==> src/rtl/ram_arbiter.sv <==
// ram_arbiter: shares one single-write-port / single-read-port RAM with a
// one-cycle registered read among NUM_PORTS requesters. Writes and reads are
// arbitrated by two independent round-robin arbiters, so one write and one
// read may be granted in the same cycle.
module ram_arbiter #(
    parameter int NUM_PORTS  = 4,
    parameter int ADDR_WIDTH = 8,
    parameter int DATA_WIDTH = 32
) (
    input  logic                            clk,
    input  logic                            reset_n,
    input  logic [NUM_PORTS-1:0]            wr_req,
    input  logic [NUM_PORTS*ADDR_WIDTH-1:0] wr_addr,
    input  logic [NUM_PORTS*DATA_WIDTH-1:0] wr_data,
    output logic [NUM_PORTS-1:0]            wr_gnt,
    input  logic [NUM_PORTS-1:0]            rd_req,
    input  logic [NUM_PORTS*ADDR_WIDTH-1:0] rd_addr,
    output logic [NUM_PORTS-1:0]            rd_gnt,
    output logic [NUM_PORTS-1:0]            rd_valid,
    output logic [DATA_WIDTH-1:0]           rd_data,
    output logic                            ram_wen,
    output logic [ADDR_WIDTH-1:0]           ram_w_addr,
    output logic [ADDR_WIDTH-1:0]           ram_r_addr,
    output logic [DATA_WIDTH-1:0]           ram_data_in,
    input  logic [DATA_WIDTH-1:0]           ram_data_out
);

    localparam int LW = (NUM_PORTS > 1) ? $clog2(NUM_PORTS) : 1;
    localparam logic [LW-1:0] LAST_RST = LW'(NUM_PORTS - 1);

    logic [LW-1:0]        wr_last_q, wr_last_d;
    logic [LW-1:0]        rd_last_q, rd_last_d;
    logic [NUM_PORTS-1:0] rd_valid_q, rd_valid_d;

    logic                 wr_hit, rd_hit;
    logic [LW-1:0]        wr_idx, rd_idx;
    logic [LW-1:0]        wr_sel, rd_sel;

    // Write arbiter: first requester in order last+1 .. last wins; forced idle in reset
    always_comb begin
        logic [LW-1:0] cand;
        wr_hit = 1'b0;
        wr_idx = '0;
        wr_gnt = '0;
        cand   = '0;
        for (int unsigned k = 1; k <= NUM_PORTS; k++) begin
            cand = LW'((int'(wr_last_q) + int'(k)) % NUM_PORTS);
            if (!wr_hit && reset_n && wr_req[cand]) begin
                wr_hit = 1'b1;
                wr_idx = cand;
            end
        end
        if (wr_hit) begin
            wr_gnt[wr_idx] = 1'b1;
        end
        wr_last_d = wr_hit ? wr_idx : wr_last_q;
    end

    // Read arbiter: identical rotation, independent pointer
    always_comb begin
        logic [LW-1:0] cand;
        rd_hit = 1'b0;
        rd_idx = '0;
        rd_gnt = '0;
        cand   = '0;
        for (int unsigned k = 1; k <= NUM_PORTS; k++) begin
            cand = LW'((int'(rd_last_q) + int'(k)) % NUM_PORTS);
            if (!rd_hit && reset_n && rd_req[cand]) begin
                rd_hit = 1'b1;
                rd_idx = cand;
            end
        end
        if (rd_hit) begin
            rd_gnt[rd_idx] = 1'b1;
        end
        rd_last_d  = rd_hit ? rd_idx : rd_last_q;
        rd_valid_d = rd_gnt;
    end

    // RAM-side muxing: granted port's fields, port 0 when idle
    always_comb begin
        wr_sel      = wr_hit ? wr_idx : '0;
        rd_sel      = rd_hit ? rd_idx : '0;
        ram_wen     = |wr_gnt;
        ram_w_addr  = wr_addr[int'(wr_sel)*ADDR_WIDTH +: ADDR_WIDTH];
        ram_data_in = wr_data[int'(wr_sel)*DATA_WIDTH +: DATA_WIDTH];
        ram_r_addr  = rd_addr[int'(rd_sel)*ADDR_WIDTH +: ADDR_WIDTH];
        rd_data     = ram_data_out;
        rd_valid    = rd_valid_q;
    end

    // Arbiter pointers and read-valid pipeline stage aligned to the RAM output register
    always_ff @(posedge clk or negedge reset_n) begin
        if (!reset_n) begin
            wr_last_q  <= LAST_RST;
            rd_last_q  <= LAST_RST;
            rd_valid_q <= '0;
        end else begin
            wr_last_q  <= wr_last_d;
            rd_last_q  <= rd_last_d;
            rd_valid_q <= rd_valid_d;
        end
    end

endmodule

==> config.mk <==
export PLATFORM = sky130hd
export DESIGN_NAME = ram_arbiter
export DESIGN_NICKNAME = d
export VERILOG_FILES = /design/src/rtl/ram_arbiter.sv
export SDC_FILE = /design/constraint.sdc
export NUM_CORES = 1
export LEC_CHECK = 0
export ABC_CLOCK_PERIOD_IN_PS = 2700
export BUFFER_PORTS_ARGS = -buffer_cell sky130_fd_sc_hd__buf_2
export CAP_MARGIN = 20
export CORE_AREA = 2 2 127 129
export CTS_BUF_LIST = sky130_fd_sc_hd__clkbuf_4 sky130_fd_sc_hd__clkbuf_8 sky130_fd_sc_hd__clkbuf_16
export DETAILED_ROUTE_END_ITERATION = 7
export DIE_AREA = 0 0 129 131
export GPL_ROUTABILITY_DRIVEN = 0
export PLACE_DENSITY = 0.55
export SETUP_SLACK_MARGIN = 0.5
export SYNTH_ARGS = -nofsm -noshare
export SYNTH_HDL_FRONTEND = slang
export SYNTH_SLANG_ARGS = --single-unit
==> constraint.sdc <==
create_clock -name clk -period 2.7 [get_ports clk]
set_input_delay 0.54 -clock clk [delete_from_list [all_inputs] [get_ports clk]]
set_output_delay 0.54 -clock clk [all_outputs]
set_load 0.005 [all_outputs]
==> metrics.txt <==
# TYPE chip_impl_metric gauge
chip_impl_metric{name="power.ir.vdd_worst",unit="mV"} 0.473
chip_impl_metric{name="drt_pass1_iterations",unit=""} 4
chip_impl_metric{name="drt-total-wl",unit="mm"} 11.8
chip_impl_metric{name="fraction_of_power_consumed_by_the_clock_network",unit=""} 0.128
chip_impl_metric{name="htreeDepth",unit=""} 1
chip_impl_metric{name="finish.cell_count_without_fillers",unit=""} 745
chip_impl_metric{name="final.fill_count",unit=""} 1670
chip_impl_metric{name="synth-warning-count",unit=""} 0
chip_impl_metric{name="synth-edff-count",unit=""} 0
chip_impl_metric{name="report.final.setup_viol",unit=""} 21
chip_impl_metric{name="cts-hold-fix-buffers",unit=""} 0
chip_impl_metric{name="grt_start_max_net_pins",unit=""} 17
chip_impl_metric{name="final-hold-violation-count",unit=""} 0
chip_impl_metric{name="max-clock-path-buffers",unit=""} 2
chip_impl_metric{name="clkSlewWorstSetupHoldPaths",unit="ps"} 40
chip_impl_info{name="worst_setup_path_end_kind",value="output pin"} 1
chip_impl_metric{name="dp.cells",unit=""} 716
chip_impl_info{name="cts_tree",value="built"} 1
chip_impl_metric{name="async_flop_share",unit=""} 1.00
chip_impl_metric{name="pwr_density_cell",unit="nW/um2"} 449
chip_impl_metric{name="antenna_violating_nets_post_route",unit=""} 0
chip_impl_metric{name="final_util",unit=""} 0.297
chip_impl_metric{name="die_w",unit="um"} 129
chip_impl_metric{name="overflow",unit=""} 0
chip_impl_metric{name="grt_pass1_vias",unit=""} 2900
chip_impl_metric{name="wire_length_of_the_first_global_routing_pass",unit="mm"} 15.8
chip_impl_metric{name="nNetsFinal",unit=""} 764
chip_impl_metric{name="antenna_found_initial",unit=""} 2
chip_impl_metric{name="detailedPlacementHpwl",unit="mm"} 9.10
chip_impl_metric{name="slew-limit-headroom",unit=""} 0.703
chip_impl_info{name="cts.root.buffer_cell",value="sky130_fd_sc_hd__clkbuf_16"} 1
chip_impl_metric{name="cts_made_buffers",unit=""} 3
chip_impl_info{name="unrepaired_setup_endpoints_after_global_routing",value="true"} 1
chip_impl_metric{name="synthToLayoutAreaGrowth",unit="%"} 93.9
chip_impl_info{name="timing.rr.end",value="rd_valid[3]"} 1
chip_impl_metric{name="p_seq_frac",unit=""} 0.099
chip_impl_metric{name="final-max-slew-violation-count",unit=""} 0
chip_impl_metric{name="final_critical_path_required_period",unit="ps"} 2840
chip_impl_metric{name="placeableCoreArea",unit="um2"} 15600
chip_impl_info{name="timing.setup.critical_path_class",value="reg -> out"} 1
chip_impl_metric{name="post_synthesis_cells",unit=""} 262
chip_impl_metric{name="vias",unit=""} 3008
chip_impl_info{name="failed_checks",value="setup timing"} 1
chip_impl_info{name="setup.worst_path.start_class",value="flop"} 1
chip_impl_metric{name="die_y",unit="um"} 131
chip_impl_metric{name="antenna_cells",unit=""} 0
chip_impl_info{name="status",value="complete, but fails checks"} 1
chip_impl_metric{name="power.net_switching",unit="mW"} 0.772
chip_impl_metric{name="insertion_delay",unit="ps"} 230
chip_impl_metric{name="total_leakage_power",unit="nW"} 2.79
chip_impl_metric{name="cap_violations",unit=""} 0
chip_impl_metric{name="post-route-drc-count",unit=""} 0
chip_impl_info{name="yosys-top-cells-area",value="sky130_fd_sc_hd__mux2i_1 51%, sky130_fd_sc_hd__buf_4 12%, sky130_fd_sc_hd__mux4_2 7.5%"} 1
chip_impl_metric{name="p_sw_frac",unit=""} 0.371
chip_impl_metric{name="clkSinkCount",unit=""} 8
chip_impl_metric{name="route.detailed.vias_per_inst",unit=""} 4.04
chip_impl_info{name="yosys.cell_count.top_type",value="sky130_fd_sc_hd__mux2i_1"} 1
chip_impl_metric{name="synth_nets",unit=""} 496
chip_impl_metric{name="grtUsageTotal",unit=""} 0.123
chip_impl_metric{name="place_worst_setup_slack",unit="ps"} -97.9
chip_impl_info{name="synthFlopType",value="sky130_fd_sc_hd__dfstp_2"} 1
chip_impl_metric{name="power_report.internal_total",unit="mW"} 1.31
chip_impl_metric{name="r2r_slack",unit="ps"} 790
chip_impl_metric{name="ys_ff_latch",unit=""} 8
chip_impl_metric{name="netlist-cell-type-count",unit=""} 35
chip_impl_metric{name="fin_skew",unit="ps"} 4.09
chip_impl_metric{name="numPortBuffers",unit=""} 262
chip_impl_metric{name="worst-r2r-cell-count",unit=""} 7
chip_impl_metric{name="worstPathMaxFanout",unit=""} 11
chip_impl_metric{name="pwr-share-comb",unit=""} 0.773
chip_impl_metric{name="floorplan.initialDensity",unit=""} 0.153
chip_impl_metric{name="ios",unit=""} 327
chip_impl_metric{name="timing_worst_slew_pin_value",unit="ps"} 445
chip_impl_info{name="min-delay-path-class",value="in -> async"} 1
chip_impl_metric{name="synth_largest_type_area_fraction",unit=""} 0.507
chip_impl_metric{name="die-area",unit="um2"} 16900
chip_impl_metric{name="syn_avg_cell_area",unit="um2"} 9.12
chip_impl_metric{name="postLayoutSetupSlackWorst",unit="ps"} -137
chip_impl_metric{name="final_layout_size_suffix_gt1_frac",unit=""} 0.679
chip_impl_metric{name="final.period_utilization",unit=""} 1.05
chip_impl_metric{name="yosysSeqAreaShare",unit=""} 0.0859
chip_impl_metric{name="worstPathRequired",unit="ps"} 2160
chip_impl_metric{name="synth_area",unit="um2"} 2390
chip_impl_info{name="critical_path.reg2reg.startpoint",value="rd_last_q[1]"} 1
chip_impl_metric{name="iteration_0_drc_markers",unit=""} 39
chip_impl_info{name="synth_largest_area_cell",value="sky130_fd_sc_hd__mux2i_1"} 1
chip_impl_metric{name="placement_rows",unit=""} 46
chip_impl_metric{name="route.detailed.wl_per_inst",unit="um"} 15.8
chip_impl_metric{name="highest_achievable_clock_rate",unit="MHz"} 353
chip_impl_metric{name="critical_path_arrival",unit="ps"} 2300
chip_impl_info{name="synth_commonest_cells",value="121 x sky130_fd_sc_hd__mux2i_1, 38 x sky130_fd_sc_hd__buf_4, 14 x sky130_fd_sc_hd__nand2_1"} 1
[state kept, by name (all words and copies together), names as in the netlist]
register,flops
rd_last_q,2
wr_last_q,2
rd_valid,4
[logic make-up after synthesis]
logic type	count (synthesis)	share of synthesized area
AO/OA/AOI/OAI	29	0.0927
AND/OR/NAND/NOR	37	0.0744
buffers and inverters	59	0.164
multiplexers	129	0.583
flip-flops	8	0.0859
[layout make-up]
type | instances | area, um2 | share of cell area
clock buffer | 4 | 82.6 | 0.0178
sequential | 8 | 205 | 0.0443
inverter | 5 | 18.8 | 0.00405
tap | 216 | 270 | 0.0583
timing repair buffer | 315 | 2060 | 0.444
multi-input combinational | 197 | 2000 | 0.431
[worst max-delay path, cell delays in order, from the launching register on]
cell and delay (ps):
sky130_fd_sc_hd__dfstp_2 560, sky130_fd_sc_hd__o21bai_4 120, sky130_fd_sc_hd__a31oi_1 90, sky130_fd_sc_hd__o32a_1 390
sky130_fd_sc_hd__o32ai_4 250, sky130_fd_sc_hd__buf_12 180, sky130_fd_sc_hd__mux4_2 320, sky130_fd_sc_hd__buf_2 150
[how the worst max path moves through the flow]
stage	start	end	slack, ps	cells past startpoint
after global routing	rd_last_q[1]	ram_r_addr[3]	-210	7
final	rd_last_q[1]	ram_r_addr[3]	-140	7
after detailed placement	rd_req[1]	rd_gnt[0]	-100	8
after CTS	rd_last_q[1]	ram_r_addr[3]	-140	7
after global placement	rd_req[1]	rd_gnt[0]	-90	8
after floorplan	rd_req[1]	ram_r_addr[2]	230	7
[power by group through the flow]
stage / Clock, mW / Combinational [mW] / Sequential [mW]
2_1_floorplan: 0 / 0.793 / 0.190
3_3_place_gp: 0 / 1.31 / 0.208
3_5_place_dp: 0 / 1.31 / 0.206
4_1_cts: 0.270 / 1.59 / 0.205
5_1_grt: 0.275 / 1.74 / 0.211
6_report: 0.266 / 1.61 / 0.205
[placed cells by master, fill, tap and decap left out, drive strengths merged]
cell and n:
buf 314, mux2i 121, nand2 14, mux4 8, o21ai 7, nor2 6
inv 5, a21oi 5, nand2b 5, clkbuf 5, nor2b 4, dfstp 4
dfrtp 4, a31oi 3, a221o 3, nor3 3, o22ai 2, o41ai 2
o21bai 2, and2 2, o22a 1, a22oi 1, o32a 1, nand3 1
o2bb2a 1, o31ai 1, o32ai 1, nor3b 1, and3 1, a21o 1
[metrics by stage]
stage	setup TNS [ps]	hold slack, ps	power (mW)	area, um2
after floorplan	0	244	0.982	2450
after global placement	-209	477	1.52	3940
after detailed placement	-189	479	1.51	3940
after CTS	-1230	492	2.06	4550
after global routing	-3930	526	2.23	4630
final	-1040	487	2.08	4630
[per-layer routing]
metal | share of wire | track usage | vias up
li1 | - | - | 1488
met1 | 0.37 | 0.137 | 1347
met2 | 0.54 | 0.242 | 153
met3 | 0.078 | 0.0236 | 20
met4 | 0.011 | 0.0243 | 0
met5 | 0 | 0 | -
[what timing repair did]
action	CTS	global route
gates resized for setup	46	13
pin swaps	9	4
buffers inserted	16	2
endpoints found under the hold margin	0	0
endpoints found under the setup margin	57	56
gates cloned	6	1
(Power assumes the default switching activity.)
